## src/rtl/mem_port_arbiter.sv

```systemverilog
// Single-port memory arbiter shared by the host loader and the CPU core.
// Round-robin between ports, CPU gated by cpu_en, plus a full-array clear sweep.
module mem_port_arbiter #(
  parameter int                 ADDR_W    = 12,
  parameter int                 DATA_W    = 32,
  parameter logic [DATA_W-1:0]  CLR_VALUE = 32'h00000000
) (
  input  logic              main_clk,
  input  logic              reset,
  input  logic              cpu_en,
  input  logic              clr_mem,
  input  logic              host_req,
  input  logic              host_rw,
  input  logic [ADDR_W-1:0] host_addr,
  input  logic [DATA_W-1:0] host_wdata,
  output logic              host_gnt,
  output logic              host_rvalid,
  output logic [DATA_W-1:0] host_rdata,
  input  logic              cpu_req,
  input  logic              cpu_rw,
  input  logic [ADDR_W-1:0] cpu_addr,
  input  logic [DATA_W-1:0] cpu_wdata,
  output logic              cpu_gnt,
  output logic              cpu_rvalid,
  output logic [DATA_W-1:0] cpu_rdata,
  output logic              mem_en,
  output logic              mem_rw,
  output logic [ADDR_W-1:0] mem_addr,
  output logic [DATA_W-1:0] mem_wdata,
  input  logic [DATA_W-1:0] mem_rdata,
  output logic              busy
);

  typedef enum logic [0:0] {
    ST_ARB   = 1'b0,
    ST_CLEAR = 1'b1
  } state_t;

  localparam logic OWN_HOST = 1'b0;
  localparam logic OWN_CPU  = 1'b1;

  state_t              state_r;
  logic [ADDR_W-1:0]   cnt_r;
  logic                rr_last_r;
  logic                mem_en_r;
  logic                mem_rw_r;
  logic [ADDR_W-1:0]   mem_addr_r;
  logic [DATA_W-1:0]   mem_wdata_r;
  logic                issue_owner_r;
  logic                ret_valid_r;
  logic                ret_owner_r;
  logic                cpu_elig_s;
  logic                host_gnt_s;
  logic                cpu_gnt_s;

  assign cpu_elig_s = cpu_req & cpu_en;

  // Grant decision: only in ARB, never during reset, and a clear request beats both ports.
  always_comb begin
    host_gnt_s = 1'b0;
    cpu_gnt_s  = 1'b0;
    if (!reset && (state_r == ST_ARB) && !clr_mem) begin
      if (host_req && cpu_elig_s) begin
        if (rr_last_r == OWN_CPU) begin
          host_gnt_s = 1'b1;
        end else begin
          cpu_gnt_s = 1'b1;
        end
      end else begin
        host_gnt_s = host_req;
        cpu_gnt_s  = cpu_elig_s;
      end
    end else begin
      host_gnt_s = 1'b0;
      cpu_gnt_s  = 1'b0;
    end
  end

  // State, memory issue registers, clear counter and read-return owner pipeline.
  always_ff @(posedge main_clk or posedge reset) begin
    if (reset) begin
      state_r       <= ST_ARB;
      cnt_r         <= {ADDR_W{1'b0}};
      rr_last_r     <= OWN_CPU;
      mem_en_r      <= 1'b0;
      mem_rw_r      <= 1'b0;
      mem_addr_r    <= {ADDR_W{1'b0}};
      mem_wdata_r   <= {DATA_W{1'b0}};
      issue_owner_r <= OWN_HOST;
      ret_valid_r   <= 1'b0;
      ret_owner_r   <= OWN_HOST;
    end else begin
      // Read data comes back one cycle after the issue, independent of the FSM state.
      ret_valid_r <= mem_en_r & ~mem_rw_r;
      ret_owner_r <= issue_owner_r;
      case (state_r)
        ST_ARB: begin
          if (clr_mem) begin
            state_r  <= ST_CLEAR;
            mem_en_r <= 1'b0;
          end else if (host_gnt_s) begin
            mem_en_r      <= 1'b1;
            mem_rw_r      <= host_rw;
            mem_addr_r    <= host_addr;
            mem_wdata_r   <= host_wdata;
            issue_owner_r <= OWN_HOST;
            rr_last_r     <= OWN_HOST;
          end else if (cpu_gnt_s) begin
            mem_en_r      <= 1'b1;
            mem_rw_r      <= cpu_rw;
            mem_addr_r    <= cpu_addr;
            mem_wdata_r   <= cpu_wdata;
            issue_owner_r <= OWN_CPU;
            rr_last_r     <= OWN_CPU;
          end else begin
            mem_en_r <= 1'b0;
          end
        end
        ST_CLEAR: begin
          mem_en_r    <= 1'b1;
          mem_rw_r    <= 1'b1;
          mem_addr_r  <= cnt_r;
          mem_wdata_r <= CLR_VALUE;
          cnt_r       <= cnt_r + {{(ADDR_W-1){1'b0}}, 1'b1};
          if (cnt_r == {ADDR_W{1'b1}}) begin
            state_r <= ST_ARB;
          end else begin
            state_r <= ST_CLEAR;
          end
        end
        default: begin
          state_r  <= ST_ARB;
          mem_en_r <= 1'b0;
        end
      endcase
    end
  end

  assign host_gnt    = host_gnt_s;
  assign cpu_gnt     = cpu_gnt_s;
  assign mem_en      = mem_en_r;
  assign mem_rw      = mem_rw_r;
  assign mem_addr    = mem_addr_r;
  assign mem_wdata   = mem_wdata_r;
  assign busy        = (state_r == ST_CLEAR);
  assign host_rvalid = ret_valid_r & (ret_owner_r == OWN_HOST);
  assign cpu_rvalid  = ret_valid_r & (ret_owner_r == OWN_CPU);
  assign host_rdata  = host_rvalid ? mem_rdata : {DATA_W{1'b0}};
  assign cpu_rdata   = cpu_rvalid  ? mem_rdata : {DATA_W{1'b0}};

endmodule

```

## config.mk

```make
export PLATFORM = sky130hd
export DESIGN_NAME = mem_port_arbiter
export DESIGN_NICKNAME = d
export VERILOG_FILES = /design/src/rtl/mem_port_arbiter.sv
export SDC_FILE = /design/constraint.sdc
export NUM_CORES = 1
export LEC_CHECK = 0
export BUFFER_PORTS_ARGS = -buffer_cell sky130_fd_sc_hd__buf_2
export CAP_MARGIN = 20
export CORE_UTILIZATION = 34
export CTS_CLUSTER_DIAMETER = 60
export CTS_CLUSTER_SIZE = 8
export DETAILED_ROUTE_END_ITERATION = 8
export PLACE_DENSITY = 0.68
export SLEW_MARGIN = 40
export SYNTH_ARGS = -nofsm -noshare
export SYNTH_HDL_FRONTEND = slang
export SYNTH_SLANG_ARGS = --single-unit
export TNS_END_PERCENT = 100
```

## constraint.sdc

```tcl
create_clock -name main_clk -period 5.7 [get_ports main_clk]
set_clock_uncertainty 0.2 [all_clocks]
set_input_delay 0.57 -clock main_clk [delete_from_list [all_inputs] [get_ports main_clk]]
set_output_delay 0.57 -clock main_clk [all_outputs]
set_load 0.005 [all_outputs]
```

# ---- Word-level counts from Yosys, hierarchy flattened
# Index checks and enable logic that the tools add are counted.
dict set report totals {
  input_bits 128
  elab_cells 59
  regBits 63
  out_inout_bits 115
}
dict set report classes {
  mux 29
  n_eq_ne 3
  bitwise_logic 8
  n_addsub 1
  n_reduce_logical 8
}
# op n
set op_table {}
lappend op_table {{$mux 32} 5}
lappend op_table {{$pmux 32 s2} 1}
lappend op_table {{$mux 12} 3}
lappend op_table {{$pmux 12 s2} 1}
lappend op_table {{$mux 1} 16}
lappend op_table {{$add 12x1->12 const B} 1}
lappend op_table {{$eq 12x12->1 const B} 1}
lappend op_table {{$pmux 1 s2} 3}
lappend op_table {{$and 1x1->1} 4}
lappend op_table {{$not 1->1} 4}
lappend op_table {{$logic_and 1x1->1} 3}
lappend op_table {{$ne 3x3->1 const B} 1}
lappend op_table {{$reduce_and 3->1} 1}
lappend op_table {{$logic_not 1->1} 2}
lappend op_table {{$ne 2x2->1 const B} 1}
lappend op_table {{$reduce_and 2->1} 1}
lappend op_table {{$reduce_bool 2->1} 1}

# ---- Longest topological paths before layout
dict set report logic_depth {
  word_depth 8
  mapped_depth 7
  ltp_nobuf 5
}

# ---- Least setup slack after synthesis
# OpenSTA, ideal clock, no wires.
dict set report synth_timing {
  path_kind {input -> register}
  startpoint {input port reset}
  endpoint {register mem_addr_r[11] (netlist: mem_addr[11])}
  cell_stages 3
  arrival_ns 2.597
  setup_ns 0.095
  t_required_ns 5.405
  path_slack_ns 2.809
  cell_sequence {inv_1 nand2_1 o221ai_1}
}
dict set report synth_between {
  elab_chain_cells 7
  word_cells_on_any_way 10
  classes_between {1 x eq/ne; 5 x mux; 4 x reduce/logical}
}
# item line
set synth_rtl {}
lappend synth_rtl {{start: declaration} 9} ;# input logic reset,
lappend synth_rtl {{$logic_not 1->1 (no source line) *} -}
lappend synth_rtl {{$logic_and 1x1->1 * (2 in a row)} 62} ;# if (!reset && (state_r == ST_ARB) && !clr_mem) begin
lappend synth_rtl {{$mux 1} 62}
lappend synth_rtl {{$mux 12} 101} ;# end else if (host_gnt_s) begin
lappend synth_rtl {{$mux 12} 98} ;# if (clr_mem) begin
lappend synth_rtl {{$pmux 12 s2} 96} ;# case (state_r)
lappend synth_rtl {{end signal: assignment} 104} ;# mem_addr_r <= host_addr;
lappend synth_rtl {{end signal: assignment} 111} ;# mem_addr_r <= cpu_addr;
lappend synth_rtl {{end signal: assignment} 122} ;# mem_addr_r <= cnt_r;
lappend synth_rtl {{end: declaration} 47} ;# logic [ADDR_W-1:0] mem_addr_r;
# Every way passes the cells marked *; elsewhere a longest branch is shown, timed or not. The select of a mux whose other input is x is not followed.
# A chain may end at the register's enable or synchronous reset.

# ---- Worst setup path after layout
dict set report layout_timing {
  startpoint {register state_r (netlist: busy)}
  endpoint {output port host_gnt}
}
dict set report layout_between {
  elab_chain_cells 4
}
# item line
set layout_rtl {}
lappend layout_rtl {{start: declaration} 42} ;# state_t state_r;
lappend layout_rtl {{start signal: assignment} 82} ;# state_r <= ST_ARB;
lappend layout_rtl {{start signal: assignment} 99} ;# state_r <= ST_CLEAR;
lappend layout_rtl {{start signal: assignment} 126} ;# state_r <= ST_ARB;
lappend layout_rtl {{$not 1->1 (no source line)} -}
lappend layout_rtl {{$logic_and 1x1->1 (2 in a row)} 62}
lappend layout_rtl {{$mux 1} 62}
lappend layout_rtl {{end: declaration} 16} ;# output logic host_gnt,
# No other way between the ends.

==> impl_metrics.tcl <==
set metrics [dict create \
    report.final.slew_viol_count 0 \
    tightest_slew_ps 736 \
    io_buffers 242 \
    cts_buffers 9 \
    critPathMaxFanout 64 \
    worstSetupEndpointType "primary output" \
    busiest_layer "met2" \
    io_pins 243 \
    crit_arrival_ps 2090 \
    dieHeight_um 103 \
    setup-tns-final_ps 0 \
    syn_to_final_growth_pct 42.5 \
    die_w_um 103 \
    path_buf_inv 3 \
    grt_pass1_vias 3157 \
    htree_num_levels 3 \
    clock_path_buffers 2 \
    grt.total_usage_pct 19.2 \
    slowest_stage "dfrtp_4" \
    clk_latency_ps 330 \
    reg2reg_depth 5 \
    synth.distinct_cells 30 \
    place_congestion 0.759 \
    fmax_ghz 0.349 \
    postLayoutCellArea_um2 4950 \
    n_fill_cell 968 \
    route.detailed.drc 0 \
    grtUsageMet1_pct 20.9 \
    core_area_um2 9820 \
    status "complete, no violations" \
    die_area_um2 10600 \
    ys_seq_area_share_pct 45.4 \
    crit_chain "nor3_4 -> nand3_2 -> buf_4 -> inv_1 -> buf_2" \
    netlist_area_um2 3480 \
    yosys_warnings 0 \
    grt_max_degree 65 \
    hold_viol 0 \
    post_cts_resized 0 \
    initialDrtViolationCount 183 \
    wirelength_mm 10.7 \
    maxCapViolCount 0 \
    grtUsageMet2_pct 36.4 \
    viasPerCell 4.91 \
    place_area_um2 4760 \
    vias 3532 \
    ctsHoldBuffers 0 \
    ys_ff_latch 63 \
    cpLargestDelayFamily "flip-flops" \
    wl_per_cell_um 14.9 \
    period_minus_slack_ps 2860 \
    largest_reg_flops 32 \
    nets 710 \
    rsz0062_at_grt "false" \
    vdd_drop_max_mv 0.124 \
    grt.overflow.total 0 \
    dpl.hpwl_mm 8.42 \
    ys_async_sr_fraction_pct 100 \
    p_per_area_nw_per_um2 222 \
    worst_ep_required_time_ps 4930 \
    syn_nets 482 \
    clock_sinks 63 \
    synth_edf_count 0 \
    grt_pass1_wl_mm 15.3 \
    postRouteAntennaNets 0 \
    min_path_cells 0 \
    antenna_found_initial 1 \
    slew_headroom_pct 50.9 \
    synthCells 353 \
    ff2ff_setup_slack_ps 3260 \
    cts_tree "yes" \
    setup_viol 0 \
    critPathMaxStageDelay_ps 790 \
    syn_avg_cell_area_um2 9.85 \
    critPathLaunchType "register" \
    postCtsSetupRepairBufs 0 \
    worst-path-stages 5 \
    firstDrtPassIters 5 \
    leakagePower_nw 3.08 \
    start_util_pct 35.4 \
    root_buffer "clkbuf_8" \
    path_class "reg2out" \
    synth_flop_cell "dfrtp_1" \
    final_layout_size_suffix_gt1_share_pct 45.7 \
    path_clk_slew_ps 70 \
    hold_path_class "reg2reg" \
    row_count 36 \
    grt_use_met3_pct 2.85 \
    period_share_pct 50.2 \
]
-- layer usage --
metal  vias up  share of wire, %
li1       1703                 -
met1      1674                38
met2       139                54
met3        16               5.6
met4         0               2.0
met5         -                 0
-- path summary, 6_finish.rpt --
kind                               start       endpoint
setup / recovery                    busy       host_gnt
hold / removal             issue_owner_r    ret_owner_r
setup reg to reg                    busy  mem_wdata[22]
hold reg to reg            issue_owner_r    ret_owner_r
max in group asynchronous          reset           busy
min in group asynchronous          reset    mem_addr[5]
-- cells by family after synthesis --
| logic type | Yosys count | synth area share, % |
|---|---|---|
| DFF | 63 | 45.4 |
| xor gates and xnor gates | 11 | 2.77 |
| buffers and inverters | 35 | 4.57 |
| AOI/OAI and AO/OA | 58 | 10.5 |
| adders and majority gates | 1 | 0.360 |
| and+or+nand+nor | 147 | 25.5 |
| muxes | 38 | 11.0 |
-- stage by stage --
step                hold slack [ps]  util, %  cells  power (mW)  setup slack [ps]
finish                          180     50.4    720        1.10              2840
global route                    194     50.4    720        1.17              2620
CTS                             184     50.4    719        1.12              2790
detailed placement              169     48.5    703       0.739              3180
global placement                167     48.4    703       0.730              2970
floorplan                       154        -    353       0.636              2810
-- power breakdown --
part	internal, mW	leakage, nW	switching, mW	total [mW]
Clock	0.200	0.0960	0.172	0.372
Combinational	0.0994	2.15	0.0816	0.181
Sequential	0.497	0.833	0.0505	0.547
Total	0.796	3.08	0.304	1.10
-- cell type report --
class / count / area (um2) / area share (%)
Multi-Input combinational cell: 255 / 1750 / 35.3
Inverter: 6 / 22.5 / 0.455
Antenna cell: 1 / 2.50 / 0.0505
Timing Repair Buffer: 246 / 1240 / 25.1
Tap cell: 133 / 166 / 3.36
Clock buffer: 10 / 128 / 2.58
Clock inverter: 6 / 61.3 / 1.24
Sequential cell: 63 / 1580 / 31.9
-- synthesized netlist by cell type (4+ instances only) --
cell type | n | share of area (%)
nand4_1 | 4 | 0.72
clkbuf_1 | 24 | 2.6
o21ai_1 | 28 | 4.0
and3_1 | 33 | 5.9
nand3b_1 | 33 | 7.1
o221ai_1 | 12 | 3.0
dfrtp_1 | 62 | 45
and2_1 | 36 | 6.5
a22oi_1 | 8 | 1.7
nor2_1 | 4 | 0.43
nand2_1 | 28 | 3.0
nand3_1 | 4 | 0.58
mux2i_1 | 37 | 11
inv_1 | 6 | 0.65
o21ai_0 | 4 | 0.58
xnor2_1 | 8 | 2.0
-- layout by cell type, fill, tap and decap left out, types with 3 or more instances in the layout --
cell | netlist | routed
nor2_1 | 4 | 4
clkinv_2 | 0 | 3
xnor2_1 | 8 | 8
clkbuf_8 | 0 | 9
nand3_1 | 4 | 3
nand2_1 | 28 | 27
dfrtp_1 | 62 | 61
mux2i_1 | 37 | 37
a22oi_1 | 8 | 8
buf_2 | 1 | 242
buf_4 | 1 | 3
o21ai_0 | 4 | 4
nand3b_1 | 33 | 33
xor2_1 | 3 | 3
o21ai_1 | 28 | 28
and3_1 | 33 | 33
and2_1 | 36 | 36
a21o_1 | 3 | 3
o221ai_1 | 12 | 12
nand4_1 | 4 | 4
inv_1 | 6 | 5
Power figures use the tool's default switching activity.
